--- config.mk ---
export PLATFORM = sky130hd
export DESIGN_NAME = avalon_st_error_checker_reg
export DESIGN_NICKNAME = d
export VERILOG_FILES = /design/src/rtl/avalon_st_err_pkg.sv /design/src/rtl/avalon_st_skid_buffer.sv /design/src/rtl/avalon_st_error_checker_reg.sv
export SDC_FILE = /design/constraint.sdc
export NUM_CORES = 1
export LEC_CHECK = 0
export BUFFER_PORTS_ARGS = -buffer_cell sky130_fd_sc_hd__buf_2
export CELL_PAD_IN_SITES_DETAIL_PLACEMENT = 1
export CELL_PAD_IN_SITES_GLOBAL_PLACEMENT = 1
export CORE_MARGIN = 8
export CORE_UTILIZATION = 47
export CTS_CLUSTER_DIAMETER = 60
export DETAILED_ROUTE_END_ITERATION = 16
export GPL_ROUTABILITY_DRIVEN = 1
export PLACE_DENSITY = 0.87
export SYNTH_ARGS = -nofsm -noshare
export SYNTH_HDL_FRONTEND = slang
export SYNTH_SLANG_ARGS = --single-unit
--- constraint.sdc ---
create_clock -name clk -period 5.1 [get_ports clk]
set_clock_uncertainty 0.2 [all_clocks]
set_input_delay 0.765 -clock clk [delete_from_list [all_inputs] [get_ports clk]]
set_output_delay 0.765 -clock clk [all_outputs]
set_load 0.02 [all_outputs]
--- src/rtl/avalon_st_err_pkg.sv ---
// rtl/avalon_st_err_pkg.sv - shared constants and FSM state type for the Avalon-ST error checker
package avalon_st_err_pkg;
  // Checker-generated error bits sit directly above the mapped source bits.
  localparam int ERR_SOP_VIOL_OFS = 0;
  localparam int ERR_ORPHAN_OFS   = 1;
  localparam int ERR_OVERFLOW_OFS = 2;

  localparam int ERR_CNT_W = 16;

  typedef enum logic {
    IDLE   = 1'b0,
    IN_PKT = 1'b1
  } state_t;
endpackage

--- src/rtl/avalon_st_skid_buffer.sv ---
// rtl/avalon_st_skid_buffer.sv - generic 2-entry skid buffer with registered in_ready
module avalon_st_skid_buffer #(
  parameter int W = 8
) (
  input  logic         clk,
  input  logic         reset,
  input  logic         in_valid,
  output logic         in_ready,
  input  logic [W-1:0] in_data,
  output logic         out_valid,
  input  logic         out_ready,
  output logic [W-1:0] out_data
);
  logic [W-1:0] head;
  logic [W-1:0] tail;
  logic [1:0]   count;
  logic [1:0]   count_next;
  logic         push;
  logic         pop;

  assign push      = in_valid & in_ready;
  assign pop       = out_valid & out_ready;
  assign out_valid = (count != 2'd0);
  assign out_data  = head;

  always_comb begin
    count_next = count;
    if (push && !pop) begin
      count_next = count + 2'd1;
    end else if (pop && !push) begin
      count_next = count - 2'd1;
    end
  end

  // in_ready is a flop so the upstream path never sees out_ready combinationally.
  always_ff @(posedge clk) begin
    if (reset) begin
      count    <= 2'd0;
      in_ready <= 1'b0;
    end else begin
      count    <= count_next;
      in_ready <= (count_next != 2'd2);
    end
  end

  always_ff @(posedge clk) begin
    if (push && (count == 2'd0 || (count == 2'd1 && pop))) begin
      head <= in_data;
    end else if (pop && count == 2'd2) begin
      head <= tail;
    end
    if (push && count == 2'd1 && !pop) begin
      tail <= in_data;
    end
  end
endmodule

--- src/rtl/avalon_st_error_checker_reg.sv ---
// rtl/avalon_st_error_checker_reg.sv - registered Avalon-ST forwarder adding protocol and length error bits
module avalon_st_error_checker_reg
  import avalon_st_err_pkg::*;
#(
  parameter int DATA_W      = 32,
  parameter int EMPTY_W     = 2,
  parameter int IN_ERR_W    = 1,
  parameter int MAX_BEATS   = 1024,
  parameter int STICKY_ERR  = 1,
  parameter int DROP_ORPHAN = 0
) (
  input  logic                  clk,
  input  logic                  reset,
  output logic                  in_ready,
  input  logic                  in_valid,
  input  logic [DATA_W-1:0]     in_data,
  input  logic                  in_startofpacket,
  input  logic                  in_endofpacket,
  input  logic [EMPTY_W-1:0]    in_empty,
  input  logic [IN_ERR_W-1:0]   in_error,
  input  logic                  out_ready,
  output logic                  out_valid,
  output logic [DATA_W-1:0]     out_data,
  output logic                  out_startofpacket,
  output logic                  out_endofpacket,
  output logic [EMPTY_W-1:0]    out_empty,
  output logic [IN_ERR_W+2:0]   out_error,
  output logic [ERR_CNT_W-1:0]  err_count
);
  localparam int OUT_ERR_W = IN_ERR_W + 3;
  localparam int PW        = DATA_W + EMPTY_W + OUT_ERR_W + 2;
  localparam int CNT_W     = $clog2(MAX_BEATS + 2);
  localparam logic [CNT_W-1:0] CNT_SAT = CNT_W'(MAX_BEATS + 1);

  state_t                state;
  state_t                state_next;
  logic [CNT_W-1:0]      cnt;
  logic [CNT_W-1:0]      cnt_next;
  logic [IN_ERR_W-1:0]   acc_q;
  logic [IN_ERR_W-1:0]   acc_next;
  logic [IN_ERR_W-1:0]   acc_eff;
  logic [IN_ERR_W-1:0]   mapped;
  logic [OUT_ERR_W-1:0]  err_bits;
  logic                  accept;
  logic                  orphan;
  logic                  sop_viol;
  logic                  overflow;
  logic                  any_gen;
  logic                  drop;
  logic [PW-1:0]         wr_payload;
  logic [PW-1:0]         rd_payload;

  assign accept   = in_valid & in_ready;
  assign orphan   = (state == IDLE) & ~in_startofpacket;
  assign sop_viol = (state == IN_PKT) & in_startofpacket;
  assign any_gen  = sop_viol | orphan | overflow;
  assign drop     = (DROP_ORPHAN != 0) & orphan;

  // An orphan never touches packet state; everything else advances the length/sticky trackers.
  always_comb begin
    state_next = state;
    cnt_next   = cnt;
    acc_next   = acc_q;
    acc_eff    = (in_startofpacket ? '0 : acc_q) | in_error;
    mapped     = in_error;
    overflow   = 1'b0;
    if (!orphan) begin
      if (in_startofpacket) begin
        cnt_next = CNT_W'(1);
      end else if (cnt != CNT_SAT) begin
        cnt_next = cnt + CNT_W'(1);
      end
      overflow   = (cnt_next == CNT_SAT);
      state_next = in_endofpacket ? IDLE : IN_PKT;
      acc_next   = in_endofpacket ? '0 : acc_eff;
      if (STICKY_ERR != 0) begin
        mapped = in_endofpacket ? acc_eff : '0;
      end
    end
  end

  always_comb begin
    err_bits                               = '0;
    err_bits[IN_ERR_W-1:0]                 = mapped;
    err_bits[IN_ERR_W + ERR_SOP_VIOL_OFS]  = sop_viol;
    err_bits[IN_ERR_W + ERR_ORPHAN_OFS]    = orphan;
    err_bits[IN_ERR_W + ERR_OVERFLOW_OFS]  = overflow;
  end

  always_ff @(posedge clk) begin
    if (reset) begin
      state     <= IDLE;
      cnt       <= '0;
      acc_q     <= '0;
      err_count <= '0;
    end else if (accept) begin
      state <= state_next;
      cnt   <= cnt_next;
      acc_q <= acc_next;
      if (any_gen && err_count != '1) begin
        err_count <= err_count + ERR_CNT_W'(1);
      end
    end
  end

  assign wr_payload = {in_data, in_startofpacket, in_endofpacket, in_empty, err_bits};
  assign {out_data, out_startofpacket, out_endofpacket, out_empty, out_error} = rd_payload;

  avalon_st_skid_buffer #(
    .W (PW)
  ) u_skid (
    .clk       (clk),
    .reset     (reset),
    .in_valid  (in_valid & ~drop),
    .in_ready  (in_ready),
    .in_data   (wr_payload),
    .out_valid (out_valid),
    .out_ready (out_ready),
    .out_data  (rd_payload)
  );
endmodule

==> results of run 1 <==
synthesized netlist by cell type (4+ instances only):
| cell | n |
|---|---|
| ha_1 | 8 |
| and3_1 | 5 |
| inv_1 | 10 |
| dfxtp_1 | 32 |
| and4_1 | 4 |
| nand4_1 | 10 |
| nor2_1 | 30 |
| a21oi_1 | 31 |
| clkbuf_1 | 14 |
| nand2_1 | 11 |
| or3_1 | 15 |
| edfxtp_1 | 80 |
| mux2_2 | 43 |
| buf_2 | 5 |
| nand3_1 | 17 |
| nor2b_1 | 4 |
| a31oi_1 | 5 |
| and2_1 | 6 |
| o21ai_0 | 26 |
layout by cell type, fill, tap and decap left out, types with 8 or more instances in the layout:
cell,count
nand3_1,17
o21ai_0,26
clkbuf_8,9
a21oi_1,31
nor2_1,29
mux2_2,43
nand2_1,11
dfxtp_1,32
buf_2,98
or3_1,15
ha_1,8
edfxtp_1,80
inv_1,10
nand4_1,10
per-stage QoR:
stage | area [sq um] | std cells | setup slack [ps]
after global placement | 5430 | 602 | 1520
after floorplan | 4830 | 387 | 2150
after detailed placement | 5430 | 602 | 1390
final | 5620 | 618 | 1470
after global routing | 5620 | 618 | 1160
after CTS | 5620 | 618 | 1460
sequential cells by signal, summed over array words and instances (netlist names):
signal and flops:
acc_q 1, cnt 11, err_count 16, state 1, u_skid.count 2, u_skid.in_ready 1
u_skid.out_data 40, u_skid.tail 40
worst max-delay path: stages, from the launching register on:
cell and delay, ps:
dfxtp_1 540, ha_1 320, nand3_2 160, or4_4 560, a221oi_2 310, a41oi_2 570
nor4b_1 490, mux2_2 370
metal layers:
metal	part of all wire (%)	GRT usage, %	vias to the layer above	wire, um
li1	-	-	1634	-
met1	43	21.1	1728	5190
met2	50	30.2	103	6030
met3	5.8	5.08	10	694
met4	0.88	4.95	0	106
met5	0	0	-	0
area by class of cell:
class / count / area, sq um
clock buffer: 9 / 124
clock inverter: 7 / 65.1
fill: 1093 / 4520
inverter: 10 / 37.5
multi-input combinational: 245 / 1690
sequential: 112 / 3040
tap: 136 / 170
timing repair buffer: 99 / 498
report_power, final:
group / internal, uW / switching (uW) / leakage, uW / total, uW
Sequential: 1120 / 42.0 / 0.000990 / 1160
Clock: 188 / 315 / 0.0000925 / 503
Combinational: 183 / 350 / 0.000957 / 533
Total: 1490 / 707 / 0.00204 / 2200
how the worst min path moves through the flow:
stage / to / cells after the start
2_1_floorplan: acc_q$_SDFFE_PP0P_ / 2
3_3_place_gp: err_count[9]$_SDFFE_PP0P_ / 2
3_5_place_dp: acc_q$_SDFFE_PP0P_ / 2
4_1_cts: err_count[15]$_SDFFE_PP0P_ / 2
5_1_grt: err_count[9]$_SDFFE_PP0P_ / 2
6_report: err_count[9]$_SDFFE_PP0P_ / 2
kinds of logic (layout without fill, tap and decap cells):
group           count (synthesis)  in the layout  synth area share, %
compound gates                 75             75                 8.91
flops                         112            112                 63.0
xor+xnor                        2              2                0.363
fa+ha+maj                       8              8                 2.07
mux                            44             44                 10.2
simple gates                  116            116                 13.0
buf+inv                        30            125                 2.49
==> results.cfg, run 1 <==
[status]
status = finished, final reports clean

[grt]
overflow = 0
first_global_vias = 3670
grt_usage_pct = 17.7
grt_first_pass_wirelength_um = 19900
grt_max_degree = 41
grt_antenna_before_repair = 0

[synthesis]
synth_edf_count = 80
synthArstFlopShare_pct = 0
synth_seq_cells = 112
synth_top_cell_area_share_pct = 49.7
yosys.area.top_type = edfxtp_1
yosysSeqAreaShare_pct = 63.0
syn_inst = 387
syn-num-nets = 436
yosys_warnings = 0
syn_area_sq_um = 4830
synth_flop_cell = edfxtp_1
synthTopCellsByArea = edfxtp_1 (50%), dfxtp_1 (13%), mux2_2 (10%), a21oi_1 (3.2%), o21ai_0 (2.7%)
avgSynthCellArea_sq_um = 12.5
yosysUniqueCellTypes = 42

[worst_setup_path]
path_class = flop to flop
startpoint = cnt[0]$_SDFFE_PP0P_
reg2reg_depth = 7
cp_max_fo = 29
required_ps = 5170
arrival_ps = 3700
r2r-end = err_count[13]$_SDFFE_PP0P_
cp-start-kind = flop
endpoint_kind = flop
r2r-start = cnt[0]$_SDFFE_PP0P_
reg2reg_slack_ps = 1470
timing.critical_path.to = err_count[13]$_SDFFE_PP0P_

[clocking]
clock-sinks = 112
htree_levels = 3
hold_buffers = 0
post_cts_resized = 0
cts_tree = done
postCtsSetupRepairBufs = 0
clock_path_buffers = 2
cts_buffers = 9
cts.clk_slew.worst_paths_ps = 110
clock-root-buffer = clkbuf_8
clk_latency_ps = 370

[detailed_routing]
post_drt_wl_per_cell_um = 19.4
vias = 3475
postRouteAntennaNets = 0
dr.pass1.iters = 6
drc = 0
drtIter0Drc = 180
routed_via_density = 5.62
routed_wl_um = 12000

[layout]
synthToLayoutAreaGrowth_pct = 16.4
antenna_cells = 0
layout.nets = 526
drive_gt1_share_pct = 34.6
finalCoreUtilization_pct = 55.5

[pwr]
p_total_uw = 2200
power_density_nw_per_um2 = 391
vdd_ir_drop_max_uv = 180
p_leak_uw = 0.00204

[floorplanning]
start_util_pct = 47.6
die-area_sq_um = 13800
fp.dieH_um = 117
die_x_um = 117
io_pins = 99
rows = 37
fp.coreArea_sq_um = 10100

[placed_design]
place_congestion = 0.886
io_buffers = 98
hpwl_um = 8540

[timing]
hold_slack_ps = 319
slew_viol_final = 0
fin_setup_tns_ps = 0
period_share_pct = 71.1
worst_pin_slew_ps = 1060
relSlewSlack_pct = 29.7
hold_viol = 0
maxClockFrequency_mhz = 276
setup_viol = 0
fin_crit_ps = 3630
rsz0062_at_grt = false

[worst_hold_path]
hp-class = flop to flop
hold_start = err_count[9]$_SDFFE_PP0P_

[job]
drv_cap = 0
No activity file was read; power rests on OpenSTA's default activity.
==> run 2: changes to the inputs <==
--- a/config.mk
+++ b/config.mk
@@ -9,11 +9,11 @@
 export CELL_PAD_IN_SITES_DETAIL_PLACEMENT = 1
 export CELL_PAD_IN_SITES_GLOBAL_PLACEMENT = 1
 export CORE_MARGIN = 8
-export CORE_UTILIZATION = 47
+export CORE_UTILIZATION = 43
 export CTS_CLUSTER_DIAMETER = 60
 export DETAILED_ROUTE_END_ITERATION = 16
 export GPL_ROUTABILITY_DRIVEN = 1
-export PLACE_DENSITY = 0.87
+export PLACE_DENSITY = 0.81
 export SYNTH_ARGS = -nofsm -noshare
 export SYNTH_HDL_FRONTEND = slang
 export SYNTH_SLANG_ARGS = --single-unit
==> constraint.sdc (replaced) <==
create_clock -name clk -period 3.6 [get_ports clk]
set_clock_uncertainty 0.2 [all_clocks]
set_input_delay 0.54 -clock clk [delete_from_list [all_inputs] [get_ports clk]]
set_output_delay 0.54 -clock clk [all_outputs]
set_load 0.02 [all_outputs]
==> results.cfg, run 2 (same netlist as run 1, synthesis figures left out) <==
[timing]
worst_pin_slew_ps = 669
slew_viol_final = 0
hold_viol = 0
period_share_pct = 89.1
hold_slack_ps = 134
setup_viol = 0
maxClockFrequency_mhz = 312
relSlewSlack_pct = 55.4
rsz0062_at_grt = false
fin_setup_tns_ps = 0
fin_crit_ps = 3210

[clocking]
hold_buffers = 0
post_cts_resized = 0
clock-sinks = 112
clock-root-buffer = clkbuf_8
clk_latency_ps = 390
cts_tree = done
clock_path_buffers = 2
postCtsSetupRepairBufs = 0
cts_buffers = 9
cts.clk_slew.worst_paths_ps = 120
htree_levels = 3

[worst_setup_path]
critPathSlowestCell = or4_4
path_buf_inv = 1
required_ps = 3710
cp-start-kind = flop
crit_path_cell_trace = ha_1 > nand3_2 > or4_4 > a221oi_2 > a41oi_2 > buf_4 > or4_1 > a21oi_1
startpoint = cnt[0]$_SDFFE_PP0P_
endpoint_kind = flop
cp_max_fo = 13
r2r-start = cnt[0]$_SDFFE_PP0P_
cpPeakStageDelay_ps = 560
arrival_ps = 3320
reg2reg_depth = 8
r2r-end = err_count[14]$_SDFFE_PP0P_
reg2reg_slack_ps = 390
cp_top_family = simple AND/OR/NAND/NOR gates
path_class = flop to flop

[worst_hold_path]
whs_path_depth = 1
hold_start = in_data[27]
hp-class = primary input to flop
min_to = u_skid.tail[35]$_DFFE_PP_

[grt]
overflow = 0
grt_first_pass_wirelength_um = 19300
grt_usage_pct = 16.5
first_global_vias = 3601
grt_antenna_before_repair = 0
grt_max_degree = 41

[detailed_routing]
routed_wl_um = 12200
dr.pass1.iters = 4
drc = 0
vias = 3451
postRouteAntennaNets = 0
post_drt_wl_per_cell_um = 19.4
routed_via_density = 5.50
drtIter0Drc = 185

[pwr]
internal_power_uw = 2120
power_switching_uw = 1010
power_density_nw_per_um2 = 552
comb_power_share_pct = 25.0
p_total_uw = 3130
vdd_ir_drop_max_uv = 241
power.share.clock_pct = 22.4
seqPwrFrac_pct = 52.5
p_sw_share_pct = 32.2
p_leak_uw = 0.00207

[layout]
layout.nets = 532
synthToLayoutAreaGrowth_pct = 17.5
antenna_cells = 0
fillCellCount = 1191
fin_cells = 628
mostFrequentLayoutCell = buf_2
layout_common_cells = buf_2 (98), edfxtp_1 (80), mux2_2 (43)
drive_gt1_share_pct = 35.5

[floorplanning]
rows = 38
fp.dieH_um = 122
fp.coreArea_sq_um = 10900
start_util_pct = 44.4
io_pins = 99
die-area_sq_um = 14900
die_x_um = 122

[placed_design]
dp_cells = 612
place_congestion = 0.869
hpwl_um = 8990
io_buffers = 98

[status]
status = finished, final reports clean

[job]
drv_cap = 0
## run 2: cell types whose count changed in the layout (fill, tap and decap cells not counted)
cell / change
buf_12: +1
buf_4: +5
clkinv_2: +1
clkinv_4: +1
clkinv_8: -1
inv_6: -1
## run 2: layer usage
layer  track usage [%]  up-vias  share of wire (%)
met5                 0        -                  0
met4              5.40        0                1.5
met3              3.93       19                5.7
met2              27.5       87                 48
met1              20.6     1704                 45
li1                  -     1641                  -
## run 2: how the worst max path moves through the flow
stage                                            end  slack, ps  cells past startpoint
after floorplan           err_count[13]$_SDFFE_PP0P_        730                      8
after global placement    err_count[14]$_SDFFE_PP0P_        510                      8
after detailed placement   err_count[5]$_SDFFE_PP0P_        390                      8
after CTS                 err_count[14]$_SDFFE_PP0P_        370                      8
after global routing      err_count[14]$_SDFFE_PP0P_        190                      8
final                     err_count[14]$_SDFFE_PP0P_        390                      8
## run 2: cell type report
type                            count  area [sq um]  area share, %
Timing Repair Buffer              105           556           9.79
Sequential cell                   112          3040           53.6
Multi-Input combinational cell    245          1690           29.7
Tap cell                          140           175           3.09
Clock buffer                        9           124           2.18
Inverter                           10          37.5          0.662
Clock inverter                      7          53.8          0.948
## run 2: power groups by stage
stage / logic, uW / clock network, uW / registers, uW
2_1_floorplan: 369 / 0 / 1800
3_3_place_gp: 757 / 0 / 1660
3_5_place_dp: 793 / 0 / 1680
4_1_cts: 799 / 719 / 1650
5_1_grt: 854 / 762 / 1660
6_report: 784 / 703 / 1650
## run 2: worst register-to-register path: stages, from the launching register on
cell and delay (ps):
dfxtp_1 540, ha_1 320, nand3_2 160, or4_4 570, a221oi_2 300, a41oi_2 200, buf_4 220, or4_1 510
a21oi_1 150
## run 2: through the flow
step | util (%) | area (sq um) | worst slack [ps]
after floorplan | - | 4830 | 727
after global placement | 50.5 | 5500 | 505
after detailed placement | 50.5 | 5500 | 395
after CTS | 52.1 | 5670 | 366
after global routing | 52.1 | 5670 | 189
final | 52.1 | 5670 | 391
==> run 3: changes to the inputs <==
--- a/config.mk
+++ b/config.mk
@@ -8,6 +8,7 @@
 export BUFFER_PORTS_ARGS = -buffer_cell sky130_fd_sc_hd__buf_2
 export CELL_PAD_IN_SITES_DETAIL_PLACEMENT = 1
 export CELL_PAD_IN_SITES_GLOBAL_PLACEMENT = 1
+export CORE_ASPECT_RATIO = 1.4
 export CORE_MARGIN = 8
 export CORE_UTILIZATION = 43
 export CTS_CLUSTER_DIAMETER = 60
==> results.cfg, run 3 (same netlist as run 1, synthesis figures left out) <==
[floorplanning]
rows = 46
fp.dieH_um = 141
io_pins = 99
start_util_pct = 43.3
fp.coreArea_sq_um = 11200
die_x_um = 106
die-area_sq_um = 14900

[worst_setup_path]
cp-start-kind = flop
endpoint_kind = flop
arrival_ps = 3420
required_ps = 3630
path_class = flop to flop
cp_max_fo = 17

[pwr]
power_density_nw_per_um2 = 583
power.share.clock_pct = 28.8
comb_power_share_pct = 22.4
vdd_ir_drop_max_uv = 249
internal_power_uw = 2340
p_sw_share_pct = 30.5
p_leak_uw = 0.00212
p_total_uw = 3370
seqPwrFrac_pct = 48.8
power_switching_uw = 1030

[grt]
first_global_vias = 3704
grt_antenna_before_repair = 0
grt_max_degree = 41
grt_first_pass_wirelength_um = 19300
grt_usage_pct = 15.9
overflow = 0

[clocking]
cts_buffers = 9
htree_levels = 3
clock-root-buffer = clkbuf_16
clock_path_buffers = 2
cts.clk_slew.worst_paths_ps = 80
clock-sinks = 112
clk_latency_ps = 350
postCtsSetupRepairBufs = 0
cts_tree = done

[timing]
maxClockFrequency_mhz = 295
fin_setup_tns_ps = 0
fin_crit_ps = 3390
relSlewSlack_pct = 39.2
rsz0062_at_grt = false
setup_viol = 0
worst_pin_slew_ps = 912
hold_viol = 0
period_share_pct = 94.2
slew_viol_final = 0

[detailed_routing]
dr.pass1.iters = 4
post_drt_wl_per_cell_um = 18.9
routed_via_density = 5.49
drtIter0Drc = 154
routed_wl_um = 11900
postRouteAntennaNets = 0
drc = 0
vias = 3468

[layout]
fillCellCount = 1186
synthToLayoutAreaGrowth_pct = 19.7
layout.nets = 532
drive_gt1_share_pct = 35.5
antenna_cells = 0
mostFrequentLayoutCell = buf_2
layout_common_cells = buf_2 (98), edfxtp_1 (80), mux2_2 (43)

[status]
status = finished, final reports clean

[job]
drv_cap = 0

[placed_design]
hpwl_um = 8760
place_congestion = 0.872
io_buffers = 98

[worst_hold_path]
hp-class = primary input to flop
## run 3: power by group through the flow
| stage | logic (uW) | registers [uW] | clock network (uW) |
|---|---|---|---|
| 2_1_floorplan | 369 | 1800 | 0 |
| 4_1_cts | 769 | 1650 | 983 |
| 5_1_grt | 826 | 1660 | 1030 |
| 6_report | 757 | 1650 | 971 |
| 3_5_place_dp | 764 | 1680 | 0 |
| 3_3_place_gp | 739 | 1670 | 0 |
## run 3: cell type report
cell class	count	area (sq um)	share of cell area, %
timing repair buffer	105	543	9.39
tap	144	180	3.11
multi-input combinational	245	1700	29.3
sequential	112	3040	52.6
inverter	10	37.5	0.649
clock inverter	6	55.1	0.952
clock buffer	10	229	3.96
## run 3: worst max-delay path, cell delays in order (launching register included)
cell,delay [ps]
dfxtp_1,550
ha_1,330
nand3_2,160
or4_4,560
a221oi_2,360
a41oi_4,300
nor4b_1,420
mux2_2,380
## run 3: per-layer routing
metal | track usage [%] | up-vias | share of wire (%)
met4 | 4.46 | 0 | 1.1
li1 | - | 1647 | -
met1 | 18.3 | 1724 | 43
met2 | 28.2 | 89 | 51
met5 | 0 | - | 0
met3 | 4.36 | 8 | 5.1
## run 3: path summary, 6_finish.rpt
| path | start | endpoint | slack [ps] | cells after the start |
|---|---|---|---|---|
| min | in_data[29] | u_skid.tail[37]$_DFFE_PP_ | 170 | 1 |
| min reg2reg | err_count[1]$_SDFFE_PP0P_ | err_count[1]$_SDFFE_PP0P_ | 320 | 2 |
| max reg2reg | cnt[0]$_SDFFE_PP0P_ | err_count[13]$_SDFFE_PP0P_ | 210 | 7 |
| max | cnt[0]$_SDFFE_PP0P_ | err_count[13]$_SDFFE_PP0P_ | 210 | 7 |
## run 3: metrics by stage
stage	setup slack (ps)	hold WS [ps]	utilization, %	area, sq um	cells
2_1_floorplan	727	254	-	4830	387
3_3_place_gp	349	265	49.2	5490	616
3_5_place_dp	137	295	49.2	5490	616
4_1_cts	97.3	165	51.7	5770	632
5_1_grt	47.6	170	51.8	5780	632
6_report	208	173	51.8	5780	632
## run 3: what timing repair did
action	CTS	global route
endpoints found under the hold margin	0	0
endpoints found under the setup margin	0	6
hold buffers	0	0
gates resized for setup	0	1
